## config.mk

```make
export PLATFORM = sky130hd
export DESIGN_NAME = processador_multiciclo_flat
export DESIGN_NICKNAME = d
export VERILOG_FILES = /design/src/rtl/processador_multiciclo_if.sv /design/src/rtl/processador_multiciclo.sv /design/src/flat_wrapper.sv
export SDC_FILE = /design/constraint.sdc
export NUM_CORES = 2
export LEC_CHECK = 0
export ABC_AREA = 0
export BUFFER_PORTS_ARGS = -buffer_cell sky130_fd_sc_hd__buf_2
export CORE_MARGIN = 3
export CORE_UTILIZATION = 50
export DETAILED_ROUTE_END_ITERATION = 6
export PLACE_DENSITY_LB_ADDON = 0.05
export SETUP_SLACK_MARGIN = 0.4
export SLEW_MARGIN = 25
export SYNTH_ARGS = -nofsm -noshare
export SYNTH_HDL_FRONTEND = slang
export SYNTH_SLANG_ARGS = --single-unit
```

## constraint.sdc

```tcl
create_clock -name clk -period 5.9 [get_ports clk]
set_input_delay 0.59 -clock clk [delete_from_list [all_inputs] [get_ports clk]]
set_output_delay 0.59 -clock clk [all_outputs]
set_load 0.01 [all_outputs]
```

## src/rtl/processador_multiciclo_if.sv

```systemverilog
// Shared memory port of the multicycle core. A single request/acknowledge
// channel carries both instruction fetches and data loads/stores.
interface processador_multiciclo_if #(
  parameter int XLEN = 64
);
  logic            mem_req;
  logic            mem_we;
  logic [XLEN-1:0] mem_addr;
  logic [XLEN-1:0] mem_wdata;
  logic [XLEN-1:0] mem_rdata;
  logic            mem_ack;

  // Core side: issues requests and waits for the acknowledge.
  modport master (
    output mem_req, mem_we, mem_addr, mem_wdata,
    input  mem_rdata, mem_ack
  );

  // Memory side: answers requests, possibly after wait cycles.
  modport slave (
    input  mem_req, mem_we, mem_addr, mem_wdata,
    output mem_rdata, mem_ack
  );
endinterface

```

## src/rtl/processador_multiciclo.sv

```systemverilog
// Multicycle RV-subset core: one control FSM walks every instruction through
// fetch, decode, execute, memory and write-back over one shared memory port.
// Retires ADD, SUB, ADDI, LD/LW, SD/SW and BEQ; anything else parks the core
// in ERRO until reset.
module processador_multiciclo #(
  parameter int              XLEN     = 64,
  parameter logic [XLEN-1:0] RESET_PC = '0
) (
  input  logic                     clk,
  input  logic                     reset,
  processador_multiciclo_if.master mem,
  output logic [XLEN-1:0]          doutPC,
  output logic                     WeM,
  output logic                     halted,
  output logic [31:0]              n_instr
);

  typedef enum logic [2:0] {
    BUSCA,
    DECODIFICA,
    EXECUTA,
    MEMORIA,
    ESCRITA,
    ERRO
  } state_e;

  typedef enum logic [2:0] {
    OP_ADD,
    OP_SUB,
    OP_ADDI,
    OP_LOAD,
    OP_STORE,
    OP_BEQ
  } op_e;

  localparam logic [6:0] OPC_OP     = 7'b0110011;
  localparam logic [6:0] OPC_OPIMM  = 7'b0010011;
  localparam logic [6:0] OPC_LOAD   = 7'b0000011;
  localparam logic [6:0] OPC_STORE  = 7'b0100011;
  localparam logic [6:0] OPC_BRANCH = 7'b1100011;

  // Memory accesses are always the native width: doubleword on RV64, word on RV32.
  localparam logic [2:0] F3_MEM = (XLEN == 64) ? 3'b011 : 3'b010;

  // ---------------------------------------------------------------------------
  // State
  // ---------------------------------------------------------------------------
  state_e          state_q,   state_d;
  op_e             op_q,      op_d;
  logic [XLEN-1:0] pc_q,      pc_d;
  logic [31:0]     instr_q,   instr_d;
  logic [XLEN-1:0] a_q,       a_d;
  logic [XLEN-1:0] b_q,       b_d;
  logic [XLEN-1:0] imm_q,     imm_d;
  logic [XLEN-1:0] alu_q,     alu_d;
  logic [XLEN-1:0] mdr_q,     mdr_d;
  logic [31:0]     n_instr_q, n_instr_d;
  logic [XLEN-1:0] regs_q [32];

  // ---------------------------------------------------------------------------
  // Instruction fields
  // ---------------------------------------------------------------------------
  logic [6:0] opcode;
  logic [2:0] funct3;
  logic [6:0] funct7;
  logic [4:0] rs1;
  logic [4:0] rs2;
  logic [4:0] rd;

  assign opcode = instr_q[6:0];
  assign rd     = instr_q[11:7];
  assign funct3 = instr_q[14:12];
  assign rs1    = instr_q[19:15];
  assign rs2    = instr_q[24:20];
  assign funct7 = instr_q[31:25];

  logic [XLEN-1:0] imm_i;
  logic [XLEN-1:0] imm_s;
  logic [XLEN-1:0] imm_b;

  assign imm_i = {{(XLEN-12){instr_q[31]}}, instr_q[31:20]};
  assign imm_s = {{(XLEN-12){instr_q[31]}}, instr_q[31:25], instr_q[11:7]};
  assign imm_b = {{(XLEN-13){instr_q[31]}}, instr_q[31], instr_q[7],
                  instr_q[30:25], instr_q[11:8], 1'b0};

  // ---------------------------------------------------------------------------
  // Decode: classify the latched instruction and pick its immediate format
  // ---------------------------------------------------------------------------
  logic            dec_legal;
  op_e             dec_op;
  logic [XLEN-1:0] dec_imm;

  // Decode the latched instruction into an operation and its immediate.
  always_comb begin
    // NOTE: every signal written here gets a default first, so no path through
    // the case statements can leave one unassigned and infer a latch.
    dec_legal = 1'b0;
    dec_op    = OP_ADD;
    dec_imm   = imm_i;
    case (opcode)
      OPC_OP: begin
        if (funct3 == 3'b000 && funct7 == 7'b0000000) begin
          dec_legal = 1'b1;
          dec_op    = OP_ADD;
        end else if (funct3 == 3'b000 && funct7 == 7'b0100000) begin
          dec_legal = 1'b1;
          dec_op    = OP_SUB;
        end
      end
      OPC_OPIMM: begin
        if (funct3 == 3'b000) begin
          dec_legal = 1'b1;
          dec_op    = OP_ADDI;
        end
      end
      OPC_LOAD: begin
        if (funct3 == F3_MEM) begin
          dec_legal = 1'b1;
          dec_op    = OP_LOAD;
        end
      end
      OPC_STORE: begin
        if (funct3 == F3_MEM) begin
          dec_legal = 1'b1;
          dec_op    = OP_STORE;
          dec_imm   = imm_s;
        end
      end
      OPC_BRANCH: begin
        if (funct3 == 3'b000) begin
          dec_legal = 1'b1;
          dec_op    = OP_BEQ;
          dec_imm   = imm_b;
        end
      end
      default: ;
    endcase
  end

  // ---------------------------------------------------------------------------
  // ALU and branch target (all arithmetic wraps modulo 2^XLEN)
  // ---------------------------------------------------------------------------
  logic [XLEN-1:0] alu_res;
  logic [XLEN-1:0] pc_plus4;
  logic [XLEN-1:0] br_target;

  // Select the ALU operation from the decoded instruction class.
  always_comb begin
    case (op_q)
      OP_ADD:  alu_res = a_q + b_q;
      OP_SUB:  alu_res = a_q - b_q;
      default: alu_res = a_q + imm_q;
    endcase
  end

  assign pc_plus4  = pc_q + XLEN'(4);
  assign br_target = pc_q + imm_q;

  // ---------------------------------------------------------------------------
  // Control FSM: next state, datapath updates and memory request decode
  // ---------------------------------------------------------------------------
  logic            bus_req;
  logic            bus_we;
  logic [XLEN-1:0] bus_addr;
  logic            rf_we;
  logic [XLEN-1:0] rf_wdata;
  logic            retire;

  // Sequence one instruction through the phases and decide every register update.
  always_comb begin
    state_d   = state_q;
    op_d      = op_q;
    pc_d      = pc_q;
    instr_d   = instr_q;
    a_d       = a_q;
    b_d       = b_q;
    imm_d     = imm_q;
    alu_d     = alu_q;
    mdr_d     = mdr_q;
    bus_req   = 1'b0;
    bus_we    = 1'b0;
    bus_addr  = pc_q;
    rf_we     = 1'b0;
    rf_wdata  = (op_q == OP_LOAD) ? mdr_q : alu_q;
    retire    = 1'b0;

    case (state_q)
      BUSCA: begin
        bus_req = 1'b1;
        if (mem.mem_ack) begin
          instr_d = mem.mem_rdata[31:0];
          state_d = DECODIFICA;
        end
      end

      DECODIFICA: begin
        a_d     = regs_q[rs1];
        b_d     = regs_q[rs2];
        imm_d   = dec_imm;
        op_d    = dec_op;
        state_d = dec_legal ? EXECUTA : ERRO;
      end

      EXECUTA: begin
        alu_d = alu_res;
        case (op_q)
          OP_LOAD, OP_STORE: state_d = MEMORIA;
          OP_BEQ: begin
            if (a_q == b_q) begin
              // A misaligned taken branch halts with the PC still on the branch.
              if (br_target[1:0] != 2'b00) begin
                state_d = ERRO;
              end else begin
                pc_d    = br_target;
                retire  = 1'b1;
                state_d = BUSCA;
              end
            end else begin
              pc_d    = pc_plus4;
              retire  = 1'b1;
              state_d = BUSCA;
            end
          end
          default: state_d = ESCRITA;
        endcase
      end

      MEMORIA: begin
        bus_req  = 1'b1;
        bus_we   = (op_q == OP_STORE);
        bus_addr = alu_q;
        if (mem.mem_ack) begin
          if (op_q == OP_STORE) begin
            pc_d    = pc_plus4;
            retire  = 1'b1;
            state_d = BUSCA;
          end else begin
            mdr_d   = mem.mem_rdata;
            state_d = ESCRITA;
          end
        end
      end

      ESCRITA: begin
        rf_we   = 1'b1;
        pc_d    = pc_plus4;
        retire  = 1'b1;
        state_d = BUSCA;
      end

      ERRO: ;

      default: state_d = ERRO;
    endcase
  end

  assign n_instr_d = retire ? n_instr_q + 32'd1 : n_instr_q;

  // ---------------------------------------------------------------------------
  // Registers
  // ---------------------------------------------------------------------------

  // Control state and datapath registers, synchronously reset.
  always_ff @(posedge clk) begin
    // NOTE: sequential state uses non-blocking assignments so every register
    // samples the pre-edge values, independent of statement order.
    if (reset) begin
      state_q   <= BUSCA;
      op_q      <= OP_ADD;
      pc_q      <= RESET_PC;
      instr_q   <= '0;
      a_q       <= '0;
      b_q       <= '0;
      imm_q     <= '0;
      alu_q     <= '0;
      mdr_q     <= '0;
      n_instr_q <= '0;
    end else begin
      state_q   <= state_d;
      op_q      <= op_d;
      pc_q      <= pc_d;
      instr_q   <= instr_d;
      a_q       <= a_d;
      b_q       <= b_d;
      imm_q     <= imm_d;
      alu_q     <= alu_d;
      mdr_q     <= mdr_d;
      n_instr_q <= n_instr_d;
    end
  end

  // Register file write port; x0 is never written so it always reads zero.
  always_ff @(posedge clk) begin
    // NOTE: the register file is cleared on reset because software relies on
    // all registers starting at zero; this keeps it in flops, not a RAM macro.
    if (reset) begin
      for (int i = 0; i < 32; i++) begin
        regs_q[i] <= '0;
      end
    end else if (rf_we && rd != 5'd0) begin
      regs_q[rd] <= rf_wdata;
    end
  end

  // ---------------------------------------------------------------------------
  // Outputs: decoded from registered state only, so they hold for the whole
  // request. Reset masks the request so an outstanding access is abandoned.
  // ---------------------------------------------------------------------------
  assign mem.mem_req   = bus_req & ~reset;
  assign mem.mem_we    = bus_we & ~reset;
  assign mem.mem_addr  = bus_addr;
  assign mem.mem_wdata = b_q;

  assign WeM     = mem.mem_req & mem.mem_we;
  assign doutPC  = pc_q;
  assign halted  = (state_q == ERRO);
  assign n_instr = n_instr_q;

endmodule

```

## src/flat_wrapper.sv

```systemverilog
// flat-port wrapper written by rule: the top's interface ports become plain ports
module processador_multiciclo_flat 
#(
  parameter int              XLEN     = 64,
  parameter logic [XLEN-1:0] RESET_PC = '0
)
  (clk, reset, doutPC, WeM, halted, n_instr, mem_mem_req, mem_mem_we, mem_mem_addr, mem_mem_wdata, mem_mem_rdata, mem_mem_ack);
  processador_multiciclo_if #(.XLEN(XLEN)) mem_i ();
  input  logic clk;
  input  logic reset;
  output logic [XLEN-1:0] doutPC;
  output logic WeM;
  output logic halted;
  output logic [31:0] n_instr;
  output wire logic [$bits(mem_i.mem_req)-1:0] mem_mem_req;
  output wire logic [$bits(mem_i.mem_we)-1:0] mem_mem_we;
  output wire logic [$bits(mem_i.mem_addr)-1:0] mem_mem_addr;
  output wire logic [$bits(mem_i.mem_wdata)-1:0] mem_mem_wdata;
  input wire logic [$bits(mem_i.mem_rdata)-1:0] mem_mem_rdata;
  input wire logic [$bits(mem_i.mem_ack)-1:0] mem_mem_ack;
  assign mem_mem_req = mem_i.mem_req;
  assign mem_mem_we = mem_i.mem_we;
  assign mem_mem_addr = mem_i.mem_addr;
  assign mem_mem_wdata = mem_i.mem_wdata;
  assign mem_i.mem_rdata = mem_mem_rdata;
  assign mem_i.mem_ack = mem_mem_ack;
  processador_multiciclo #(.XLEN(XLEN), .RESET_PC(RESET_PC)) u_core (.clk(clk), .reset(reset), .mem(mem_i), .doutPC(doutPC), .WeM(WeM), .halted(halted), .n_instr(n_instr));
endmodule
```

Word level (Yosys, flattened, before mapping)
Memory sizes are Yosys's and may differ from the RTL's. A register that Yosys moved wholly into a read port is not among the register bits.
Index checks and enable logic that the tools add are counted.
{"block": "classes", "n_addsub": 6, "n_eq_ne": 22, "mux": 49, "n_bitwise": 6, "reduce_logical": 19}
{"op": "two-way mux 64 bit", "n": 8}
{"op": "adder 64 bit", "n": 3}
{"op": "case mux 64 bit (3 select lines)", "n": 1}
{"op": "case mux 64 bit (2 select lines)", "n": 1}
{"op": "adder 64 x 3 -> 64 bit, second input constant", "n": 1}
{"op": "equality test 64 bit", "n": 1}
{"op": "OR reduction 64 bit", "n": 1}
{"op": "subtractor 64 bit", "n": 1}
{"op": "adder 32 x 1 -> 32 bit, second input constant", "n": 1}
{"op": "two-way mux 3 bit", "n": 9}
{"op": "case mux 12 bit (2 select lines)", "n": 1}
{"op": "equality test 7 x 6 -> 1 bit, second input constant", "n": 3}
{"op": "two-way mux 1 bit", "n": 19}
{"op": "case mux 3 bit (6 select lines)", "n": 1}
{"op": "case mux 3 bit (5 select lines)", "n": 1}
{"op": "equality test 3 x 2 -> 1 bit, second input constant", "n": 4}
{"op": "equality test 3 bit, second input constant", "n": 4}
{"op": "two-way mux 12 bit", "n": 1}
{"op": "two-way mux 5 bit", "n": 2}
{"op": "logical NOT 3 bit", "n": 3}
{"op": "OR reduction 2 bit", "n": 4}
{"op": "equality test 7 x 2 -> 1 bit, second input constant", "n": 1}
{"op": "equality test 7 x 5 -> 1 bit, second input constant", "n": 1}
{"op": "equality test 7 bit, second input constant", "n": 1}
{"op": "other kinds (17)", "n": 29}
{"block": "totals", "regBits": 275, "ram_bits": 2048, "output_inout_bits": 228, "wordCells": 111, "n_memories": 1}
{"memory": "u_core.regs_q", "words": 32, "width": 64, "rd": 2, "rd_clocked_by_memory_dff": 2, "write_ports": 32, "line": "processador_multiciclo.sv:58", "text": "logic [XLEN-1:0] regs_q [32];"}

Longest topological paths before layout
{"block": "logic_depth", "word_depth": 8, "depth_mapped": 19, "depth_no_buf": 16}

Worst setup path after synthesis
OpenSTA, ideal clock, no wires.
{"block": "synth_path", "path_kind": "flip-flop to flip-flop", "from": "reg u_core.imm_q[12]", "to": "reg u_core.alu_q[62]", "arrival_time_ns": 4.522, "setup_slack_ns": 1.282, "path_stages_with_launch": 17, "n_path_buf": 2, "path_cell_list": "dfxtp_1 nor2b_1 clkbuf_1 clkbuf_1 a21o_1 ha_1 a21oi_1 o21ai_0 a221oi_1 o31ai_1 a31oi_1 o21ai_2 a31oi_1 o21ai_2 a41o_1 xnor2_1 a221oi_1"}
{"block": "synth_via", "elab_chain_cells": 2}
{"element": "start: declaration", "line": "processador_multiciclo.sv:54", "text": "logic [XLEN-1:0] imm_q, imm_d;"}
{"element": "start signal: assignment", "line": "processador_multiciclo.sv:285", "text": "imm_q <= imm_d;"}
{"element": "adder 64 bit", "line": "processador_multiciclo.sv:152", "text": "default: alu_res = a_q + imm_q;"}
{"element": "case mux 64 bit (2 select lines)", "line": "processador_multiciclo.sv:149", "text": "case (op_q)"}
{"element": "end signal: assignment", "line": "processador_multiciclo.sv:286", "text": "alu_q <= alu_d;"}
{"element": "end: declaration", "line": "processador_multiciclo.sv:55", "text": "logic [XLEN-1:0] alu_q, alu_d;"}
No other way between the ends.
A chain may end at the register's enable or synchronous reset.

Final worst setup path
{"block": "layout_path", "from": "reg u_core.op_q[0]", "to": "reg u_core.alu_q[48]"}
{"block": "layout_via", "elab_chain_cells": 2, "elab_cells_between_ends": 3, "cone_classes": "eq/ne: 1; mux: 1; reduce/logical: 1"}
{"element": "start: declaration", "line": "processador_multiciclo.sv:49", "text": "op_e op_q, op_d;"}
{"element": "start signal: assignment", "line": "processador_multiciclo.sv:280", "text": "op_q <= op_d;"}
{"element": "equality test 3 x 1 -> 1 bit / logical NOT 3 bit (equally long branches)", "line": "processador_multiciclo.sv:149"}
{"element": "case mux 64 bit (2 select lines) (*)", "line": "processador_multiciclo.sv:149"}
Every way passes the cells marked *; elsewhere a longest branch is shown, timed or not.

==> out/metrics.cfg <==
[placement]
port_buffers=294
dpl.hpwl_um=343000
gp_routability_congestion=0.960
dpl_cell_area_mm2=0.140

[critical_path]
path_class=register to register
crit_start=u_core.op_q[0]
crit_slowest_cell=o21ai_0
critPathLaunchType=register
arrival_ns=6.21
cp_cell_sequence=nor3_2, buf_4, mux2_2, ha_1, inv_1, fa_1, nor2b_1, o311a_1, o211ai_2, a211oi_1, a41oi_1, o22ai_1, o21ai_0, o21ai_0, a221oi_1, xor2_1, a211oi_1
critPathMaxStageDelay_ns=0.58
cp.required_ns=6.66
endpoint_kind=register
r2r_start=u_core.op_q[0]
critPathMaxFanout=32

[finish]
design_area_mm2=0.149
drive_gt1_share_pct=23.8
final_core_util_pct=56.9
final_nets=10700
fillers=21500
syn_to_final_growth_pct=13.0

[status]
status=complete, but fails checks
violations=DRC

[clock_tree]
h-tree-depth=5
cts_root_buffer=clkbuf_16
cts_tree=done
clkSinkCount=2451
clk_latency_ns=0.96
cts_made_buffers=284
path_clk_slew_ns=0.06
post_cts_resized=0
cts_buffer_depth=4

[timing]
maxClockFrequency_mhz=183
setup_viol=0
hold_viol_final=0
rsz0062_at_grt=false
skew_ns=0.0703
drv_slew=0
slew_headroom_pct=24.6
holdWs_ns=0.134
tns_ns=0
worstMarginPinSlew_ns=1.13
period_share_pct=92.4
finalCriticalPeriod_ns=5.45

[grt]
overflow=0
antenna_found_initial=30
grt_pass1_vias=95600
grt_max_degree=142
grt_usage_pct=40.1
grt_first_pass_wirelength_um=758000

[synth]
yosysWarnings=0
ys_ff_latch=2451
synth_largest_area_cell=edfxtp_1
synth.cell_area_mm2=0.132
syn_inst=10400
yosysSeqAreaShare_pct=52.6
synth_area_leaders=edfxtp_1 (46%), mux4_2 (22%), nor2_1 (6.9%)
synth-edff-count=2048
synth_flop_cell=edfxtp_1
syn_area_per_cell_um2=12.7
synth_cell_types=100
async_flop_share_pct=0
synth_top_area_share_pct=46.5

[hold_path]
hp-class=primary input to register
worstHoldStart=mem_mem_rdata[45]

[pwr]
leakage_uw=0.0502
finalPower_uw=44100
p_per_area_mw_per_mm2=295
peakVddDrop_uv=236

[drt]
wl_um=551000
vias=99200
dr.pass1.iters=7
wl_per_cell_um=38.8
antenna_left=0
routed_via_density=6.99
drt_iter0_drc=15600
drc=10

[floorplanning]
io_pins=295
start_util_pct=50.4
die_x_um=520
fp-row-count=188
dieArea_mm2=0.271
dieHeight_um=520
core_area_mm2=0.263

[flow_run]
maxCapViolations=0

-- cell families (layout without fill, tap and decap cells) --
group                    count (synthesis)  in the layout  share of synthesized area, %
adder cells (fa/ha/maj)                200            200                          1.91
XOR/XNOR                               197            197                          1.30
multiplexers                          1494           1494                          23.4
AO/OA/AOI/OAI                         1301           1301                          6.35
buffers and inverters                 1128           1347                          3.25
other                                    1             73                       0.00283
flip-flops                            2451           2451                          52.6
AND/OR/NAND/NOR                       3625           3625                          11.2
-- cell usage after synthesis, types with 8 or more instances --
cell	instances
and3_1	33
a31oi_1	40
clkbuf_1	823
a211oi_1	185
a221oi_1	9
nand4_1	74
edfxtp_1	2048
a21o_1	159
ha_1	197
dfxtp_1	403
or2_2	10
a2111oi_0	8
mux2i_1	201
a41oi_1	10
buf_1	137
o211ai_1	21
buf_2	39
o21ai_1	8
and4_1	13
xor2_1	101
and2_1	21
mux2_2	13
nor2_1	2431
nand2b_1	51
a21oi_1	448
nand2_1	679
o31ai_1	13
nand3_1	91
nor3_1	117
nor2b_1	22
o21bai_1	52
inv_1	126
or3_1	13
xnor2_1	96
o21a_1	22
a311oi_1	13
mux4_2	1280
o21ai_0	206
nor4_1	21
-- final timing paths --
kind              slack [ns]  cells after the start                end
setup reg to reg        0.45                     17   u_core.alu_q[48]
hold / removal          0.13                      3   u_core.mdr_q[45]
hold reg to reg         0.46                      2  u_core.instr_q[1]
setup / recovery        0.45                     17   u_core.alu_q[48]
-- flip-flops by register name, indices dropped and copies added, names as in the netlist --
signal	flops
u_core.regs_q	2048
u_core.a_q	64
u_core.alu_q	64
u_core.doutPC	64
u_core.mdr_q	64
u_core.mem.mem_wdata	64
u_core.instr_q	32
u_core.n_instr	32
u_core.imm_q	13
u_core.op_q	3
u_core.state_q	3
-- layer usage --
metal / vias to the layer above / routed length [um] / GRT usage [%]
li1: 39300 / - / -
met2: 7507 / 239000 / 58.9
met1: 51000 / 205000 / 56.0
met3: 1357 / 74800 / 10.8
met4: 12 / 31700 / 18.8
met5: - / 75 / 0
-- timing repair --
action,in CTS,in global routing
hold buffers,63,0
hold endpoints to repair,95,0
buffers inserted,0,0
-- cell type report --
cell class	instances	area, um2	area share (%)
antenna	9	22.5	0.0151
clock buffer	386	7730	5.17
clock inverter	126	1220	0.816
inverter	126	473	0.316
multi-input combinational	6881	59900	40.0
sequential	2451	69600	46.6
tap	3515	4400	2.94
timing repair buffer	709	6190	4.14
-- cell usage in the layout (no fill, tap or decap), drive strengths merged, types with 13 or more instances in the layout --
| cell type | Yosys | layout |
|---|---|---|
| nand3 | 94 | 94 |
| buf | 179 | 646 |
| mux2i | 201 | 201 |
| nor3 | 119 | 119 |
| nor4 | 24 | 24 |
| xor2 | 101 | 101 |
| dfxtp | 403 | 403 |
| and4 | 16 | 16 |
| o21a | 22 | 22 |
| o31ai | 17 | 17 |
| nand2b | 51 | 51 |
| a211oi | 186 | 186 |
| mux4 | 1280 | 1280 |
| nand4 | 76 | 76 |
| o21bai | 52 | 52 |
| clkbuf | 823 | 386 |
| or3 | 14 | 14 |
| o211ai | 24 | 24 |
| nor2b | 22 | 22 |
| nor2 | 2434 | 2434 |
| mux2 | 13 | 13 |
| clkinv | 0 | 87 |
| edfxtp | 2048 | 2048 |
| a311oi | 13 | 13 |
| a31oi | 43 | 43 |
| a21o | 159 | 159 |
| and3 | 33 | 33 |
| a21oi | 450 | 450 |
| ha | 197 | 197 |
| o21ai | 219 | 219 |
| conb | 1 | 64 |
| dlygate4sd3 | 0 | 63 |
| xnor2 | 96 | 96 |
| inv | 126 | 144 |
| bufinv | 0 | 14 |
| nand2 | 679 | 679 |
| and2 | 21 | 21 |
| a2111oi | 13 | 13 |
-- power breakdown --
group / total, uW / internal (uW) / switching [uW]
sequential: 20000 / 19300 / 617
combinational: 6660 / 2730 / 3930
clock: 17500 / 9880 / 7580
total: 44100 / 31900 / 12100
-- per-stage QoR --
step | setup WS, ns | std cells
4_1_cts | 0.623 | 14200
3_3_place_gp | 0.569 | 13600
6_report | 0.449 | 14200
2_1_floorplan | 1.28 | 10500
5_1_grt | 0.447 | 14200
3_5_place_dp | 0.616 | 13600
-- worst max-delay path: cells and delay by family (launching register included) --
| family | cells | cell delay [ns] |
|---|---|---|
| AO/OA/AOI/OAI | 9 | 2.99 |
| buffers and inverters | 2 | 0.57 |
| adder cells (fa/ha/maj) | 2 | 0.44 |
| multiplexers | 1 | 0.40 |
| flip-flops | 1 | 0.38 |
| AND/OR/NAND/NOR | 2 | 0.29 |
| XOR/XNOR | 1 | 0.22 |
Note: power is estimated with default switching activity, not from simulation.
